===== config.mk =====
export PLATFORM = sky130hd
export DESIGN_NAME = prm_edge_sweep_ctrl
export DESIGN_NICKNAME = d
export VERILOG_FILES = /design/src/rtl/prm_chk_pkg.sv /design/src/rtl/prm_mask_packer.sv /design/src/rtl/prm_edge_sweep_ctrl.sv
export SDC_FILE = /design/constraint.sdc
export NUM_CORES = 1
export LEC_CHECK = 0
export BUFFER_PORTS_ARGS = -buffer_cell sky130_fd_sc_hd__buf_2
export CAP_MARGIN = 20
export CORE_MARGIN = 4
export CORE_UTILIZATION = 25
export CTS_CLUSTER_DIAMETER = 120
export DETAILED_ROUTE_END_ITERATION = 6
export GPL_ROUTABILITY_DRIVEN = 0
export GPL_TIMING_DRIVEN = 0
export PLACE_DENSITY = 0.54
export REMOVE_ABC_BUFFERS = 1
export SYNTH_ARGS = -nofsm -noshare
export SYNTH_HDL_FRONTEND = slang
export SYNTH_SLANG_ARGS = --single-unit
export TNS_END_PERCENT = 50

===== constraint.sdc =====
create_clock -name clk -period 2.7 [get_ports clk]
set_input_delay 0.135 -clock clk [delete_from_list [all_inputs] [get_ports clk]]
set_output_delay 0.135 -clock clk [all_outputs]
set_load 0.01 [all_outputs]

===== src/rtl/prm_chk_pkg.sv =====
// prm_chk_pkg: shared FSM encoding, checker code width and index/count widths for the edge sweep
package prm_chk_pkg;

    localparam int CODE_W  = 15;
    localparam int IDX_W   = 11;
    localparam int CNT_W   = 12;
    localparam int WADDR_W = 6;

    typedef enum logic [2:0] {IDLE, FETCH, LOAD, EVAL, EMIT, DONE} sweep_state_t;

    function automatic int bit_w(input int w);
        return w > 1 ? $clog2(w) : 1;
    endfunction

endpackage


===== src/rtl/prm_mask_packer.sv =====
// prm_mask_packer: packs per-edge mask bits into a result word and counts blocked edges
module prm_mask_packer
    import prm_chk_pkg::*;
#(
    parameter int WORD_W = 32,
    localparam int BIT_W = bit_w(WORD_W)
) (
    input  logic              clk,
    input  logic              rst,
    input  logic              clr_all,
    input  logic              clr_word,
    input  logic              wr,
    input  logic [BIT_W-1:0]  bit_idx,
    input  logic              mask,
    output logic [WORD_W-1:0] word,
    output logic [CNT_W-1:0]  blocked_cnt
);

    // word buffer and blocked count: full clear at sweep start, word clear after each handshake
    always_ff @(posedge clk or posedge rst) begin
        if (rst) begin
            word        <= '0;
            blocked_cnt <= '0;
        end else if (clr_all) begin
            word        <= '0;
            blocked_cnt <= '0;
        end else begin
            if (clr_word)
                word <= '0;
            else if (wr)
                word[bit_idx] <= mask;
            if (wr && mask)
                blocked_cnt <= blocked_cnt + CNT_W'(1);
        end
    end

endmodule


===== src/rtl/prm_edge_sweep_ctrl.sv =====
// prm_edge_sweep_ctrl: walks the edge table through an external obstacle checker and emits packed mask words
module prm_edge_sweep_ctrl
    import prm_chk_pkg::*;
#(
    parameter int N_EDGES = 1024,
    parameter int WORD_W  = 32
) (
    input  logic               clk,
    input  logic               rst,
    input  logic               start,
    input  logic               abort,
    output logic               busy,
    output logic               done,
    output logic               tbl_rd,
    output logic [IDX_W-1:0]   tbl_addr,
    input  logic [CODE_W-1:0]  tbl_data,
    output logic [CODE_W-1:0]  chk_code,
    input  logic               chk_mask,
    output logic               res_valid,
    input  logic               res_ready,
    output logic [WORD_W-1:0]  res_data,
    output logic [WADDR_W-1:0] res_addr,
    output logic [CNT_W-1:0]   blocked_cnt
);

    localparam int BIT_W = bit_w(WORD_W);
    localparam logic [IDX_W-1:0] LAST_EDGE = IDX_W'(N_EDGES - 1);
    localparam logic [BIT_W-1:0] LAST_BIT  = BIT_W'(WORD_W - 1);

    sweep_state_t     state;
    logic [BIT_W-1:0] bit_idx;
    logic             last_edge, word_full, go, pk_wr, pk_clr_word;

    // tbl_addr doubles as the edge index, so the last-edge test reads it directly
    assign last_edge   = tbl_addr == LAST_EDGE;
    assign word_full   = bit_idx == LAST_BIT;
    assign go          = state == IDLE && start && !abort;
    assign pk_wr       = state == EVAL && !abort;
    assign pk_clr_word = state == EMIT && res_ready && !abort;

    prm_mask_packer #(.WORD_W(WORD_W)) u_packer (
        .clk         (clk),
        .rst         (rst),
        .clr_all     (go),
        .clr_word    (pk_clr_word),
        .wr          (pk_wr),
        .bit_idx     (bit_idx),
        .mask        (chk_mask),
        .word        (res_data),
        .blocked_cnt (blocked_cnt)
    );

    // sweep FSM with registered strobes; abort outranks every transition out of a busy state
    always_ff @(posedge clk or posedge rst) begin
        if (rst) begin
            state     <= IDLE;
            busy      <= 1'b0;
            done      <= 1'b0;
            tbl_rd    <= 1'b0;
            tbl_addr  <= '0;
            chk_code  <= '0;
            res_valid <= 1'b0;
            res_addr  <= '0;
            bit_idx   <= '0;
        end else begin
            done   <= 1'b0;
            tbl_rd <= 1'b0;
            if (abort && state != IDLE) begin
                state     <= IDLE;
                busy      <= 1'b0;
                res_valid <= 1'b0;
            end else begin
                case (state)
                    IDLE: if (go) begin
                        state    <= FETCH;
                        busy     <= 1'b1;
                        tbl_rd   <= 1'b1;
                        tbl_addr <= '0;
                        bit_idx  <= '0;
                        res_addr <= '0;
                    end
                    FETCH: state <= LOAD;
                    LOAD: begin
                        chk_code <= tbl_data;
                        state    <= EVAL;
                    end
                    EVAL: if (word_full || last_edge) begin
                        state     <= EMIT;
                        res_valid <= 1'b1;
                    end else begin
                        state    <= FETCH;
                        tbl_rd   <= 1'b1;
                        tbl_addr <= tbl_addr + IDX_W'(1);
                        bit_idx  <= bit_idx + BIT_W'(1);
                    end
                    EMIT: if (res_ready) begin
                        res_valid <= 1'b0;
                        if (last_edge) begin
                            state <= DONE;
                            done  <= 1'b1;
                            busy  <= 1'b0;
                        end else begin
                            state    <= FETCH;
                            tbl_rd   <= 1'b1;
                            tbl_addr <= tbl_addr + IDX_W'(1);
                            bit_idx  <= '0;
                            res_addr <= res_addr + WADDR_W'(1);
                        end
                    end
                    DONE: state <= IDLE;
                    default: state <= IDLE;
                endcase
            end
        end
    end

endmodule


==> key figures <==
Synthesis
  • Synthesized cell area: 4260 um^2
  • Post-synthesis register bit count: 88
  • Syn avg cell area: 9.39 um^2
  • Async SR Flop Fraction: 1.00
  • Post-synthesis sequential area ratio: 0.517
  • Synth warn: 0
  • Synth Flop Type: dfrtp_1
  • EDFF count, synth: 0
  • Gate Count Post-Synth: 454
  • Yosys cell types: 52

Pwr
  • Cell Int Power: 2330 uW
  • Sw Share: 0.280
  • Clock share of power: 0.355
  • Leakage: 0.00246 uW
  • PD cells: 609 nW/um^2
  • P_sw: 907 uW
  • Peak supply drop: 0.289 mV
  • Power share of the combinational group: 0.169
  • Flop pwr share: 0.476

CTS
  • Clk slew on worst S/H paths: 0.07 ns
  • Sink Count: 88
  • Clock latency at the later pin of the worst-skew pair: 0.34 ns
  • Root buffer selected by CTS: clkbuf_16
  • CTS buffer count: 9
  • CTS H-tree lvls: 3
  • CTS Buffer Depth: 2
  • CTS tree: done

Finish
  • Fraction of layout cells with a size suffix above 1: 0.285
  • # diodes: 0
  • Most frequent cells in the layout: buf_2, nand2_1, dfrtp_1
  • Fin area: 5320 um^2
  • P&R area growth vs syn: 24.8%
  • Commonest non-fill, non-tap cell in the layout: buf_2
  • Final net count: 571

STA
  • Relative slew slack: 0.393
  • Part of the cycle the worst path needs: 0.951
  • Slew @ Worst Pin: 0.910 ns
  • Slew Limit Fails: 0
  • Final Hold Fails: 0
  • Final hold slack: 0.0208 ns
  • Final setup fails: 0
  • Achievable clock frequency: 389 MHz
  • Crit path time final: 2.57 ns
  • RSZ-0062 raised after global routing: no
  • Final Skew: 0.0111 ns

Placement
  • Placement-stage cell area: 4970 um^2
  • Number of I/O port buffers: 100
  • Post-DP HPWL: 7710 um

Die
  • # IOs: 101
  • Core box area: 16600 um^2
  • Die Wd: 139 um
  • Chip Height: 139 um
  • Site Rows: 47
  • Die Area: 19200 um^2
  • Initial core utilization: 0.256

Global route
  • Vias in the first global route: 3445
  • First-pass GRT wire length: 18300 um
  • Initial antenna violation count: 0
  • GR Overflow Total: 0
  • Total track usage: 0.118
  • Largest net degree at the start of global routing: 67

Drt
  • Via density: 4.71
  • Final Routed Wirelength: 11500 um
  • DR pass1 iterations: 4
  • Routed Antenna Nets: 0
  • DR iter-0 viols: 146
  • Via Count: 3613
  • Residual DRC: 0
  • Wire length per cell: 15.1 um

Worst setup path
  • WP data required: 2.97 ns
  • Crit end category: flip-flop
  • R2r startpoint: bit_idx[0]$_DFFE_PP0P_
  • Critical Path Fanout Max: 6
  • CP Launch Type: flip-flop
  • Reg2reg setup slack: 0.13 ns
  • R2R Path End: tbl_addr[9]$_DFFE_PP0P_
  • Worst setup endpoint: tbl_addr[9]$_DFFE_PP0P_
  • Worst Path Class, Setup: reg2reg
  • Reg2Reg Depth: 8
  • Critical Path Source: bit_idx[0]$_DFFE_PP0P_
  • Worst EP arrival: 2.84 ns

Run
  • Max_cap viols: 0

Min path
  • Worst hold-check path type: in2reg

Status
  • Status: complete, no violations
how the worst min path moves through the flow:
stage,from,endpoint,slack (ns),cells past startpoint
finish,tbl_data[4],chk_code[4]$_DFFE_PP0P_,0.02,2
detailed placement,rst,chk_code[0]$_DFFE_PP0P_,0.13,2
global route,tbl_data[3],chk_code[3]$_DFFE_PP0P_,0.006,2
CTS,tbl_data[4],chk_code[4]$_DFFE_PP0P_,0.0004,2
global placement,tbl_data[14],chk_code[14]$_DFFE_PP0P_,0.37,2
floorplan,abort,state[1]$_DFFE_PP0P_,0.21,1
cell usage after synthesis, drive strengths merged, types with 2 or more instances:
| cell | instances | area [um^2] |
|---|---|---|
| dfrtp | 88 | 2200 |
| a31o | 2 | 17.5 |
| inv | 5 | 18.8 |
| nor3 | 6 | 30.0 |
| o21ai | 11 | 55.1 |
| xnor2 | 7 | 61.3 |
| a21o | 2 | 15.0 |
| or4 | 3 | 22.5 |
| and3b | 2 | 17.5 |
| a2111oi | 2 | 36.3 |
| nand3 | 47 | 235 |
| nand2 | 89 | 334 |
| o31ai | 4 | 30.0 |
| nor3b | 3 | 22.5 |
| and2 | 8 | 50.1 |
| nor2 | 22 | 82.6 |
| nor4 | 2 | 12.5 |
| clkbuf | 26 | 100 |
| o211ai | 2 | 15.0 |
| xor2 | 6 | 52.6 |
| or2 | 2 | 12.5 |
| a21oi | 45 | 225 |
| nand4 | 2 | 12.5 |
| ha | 8 | 100 |
| or3 | 5 | 31.3 |
| mux2 | 17 | 191 |
| and3 | 7 | 43.8 |
| buf | 7 | 36.3 |
| o21a | 2 | 15.0 |
| nand2b | 4 | 25.0 |
worst max-delay path, stage by stage, from the launching register on:
cell	delay (ns)
dfrtp_1	0.41
ha_2	0.22
and3_1	0.18
ha_1	0.22
and4b_1	0.23
a311o_1	0.36
a21o_4	0.26
or4_1	0.47
a21oi_1	0.14
cell families (layout without fill, tap and decap cells):
| logic type | count (synthesis) | count (layout) | synth area share |
|---|---|---|---|
| adders and majority gates | 8 | 8 | 0.0235 |
| and+or+nand+nor | 211 | 211 | 0.239 |
| buffers and inverters | 39 | 130 | 0.0373 |
| xor gates and xnor gates | 13 | 13 | 0.0267 |
| DFF | 88 | 88 | 0.517 |
| muxes | 18 | 18 | 0.0473 |
| AOI/OAI and AO/OA | 77 | 79 | 0.110 |
state kept, by name, summed over array words and instances, names as in the netlist:
signal and count:
res_valid 1, state 3, busy 1, tbl_addr 11, u_packer.blocked_cnt 12, done 1
u_packer.word 32, res_addr 6, chk_code 15, tbl_rd 1, bit_idx 5
per-stage QoR:
stage,setup WS [ns],utilization,total power [uW],std cells,TNS [ns]
floorplan,-0.996,-,1850,421,-5.02
global placement,-2.45,0.294,2070,741,-123.26
detailed placement,-0.677,0.299,2100,744,-3.97
CTS,0.0494,0.317,3290,763,0
global route,0.00339,0.320,3420,767,0
finish,0.132,0.320,3240,767,0
metal layers:
layer | GRT usage | share of wire
met5 | 0 | 0
met4 | 0.0307 | 0.0075
met3 | 0.0397 | 0.059
met2 | 0.190 | 0.48
met1 | 0.153 | 0.45
timing repair:
| item | CTS | global route |
|---|---|---|
| gates resized for setup | 4 | 3 |
| pin swaps | 0 | 1 |
| setup endpoints to repair | 16 | 7 |
| setup buffers | 1 | 3 |
| cloned | 1 | 1 |
| hold buffers | 1 | 0 |
| endpoints found under the hold margin | 22 | 0 |
power by group through the flow:
stage	clock, uW	sequential (uW)	combinational, uW
finish	1150	1540	548
CTS	1200	1540	549
global placement	0	1560	509
detailed placement	0	1560	537
global route	1260	1570	600
floorplan	0	1620	228
layout make-up:
class / count / area, um^2
fillers: 1735 / 11300
flip-flops and latches: 88 / 2200
multi-input cells: 329 / 1960
repair buffers: 108 / 591
well taps: 220 / 275
clock buffers: 11 / 233
clock inverters: 5 / 31.3
inverters: 6 / 28.8
Note: power is estimated with default switching activity, not from simulation.
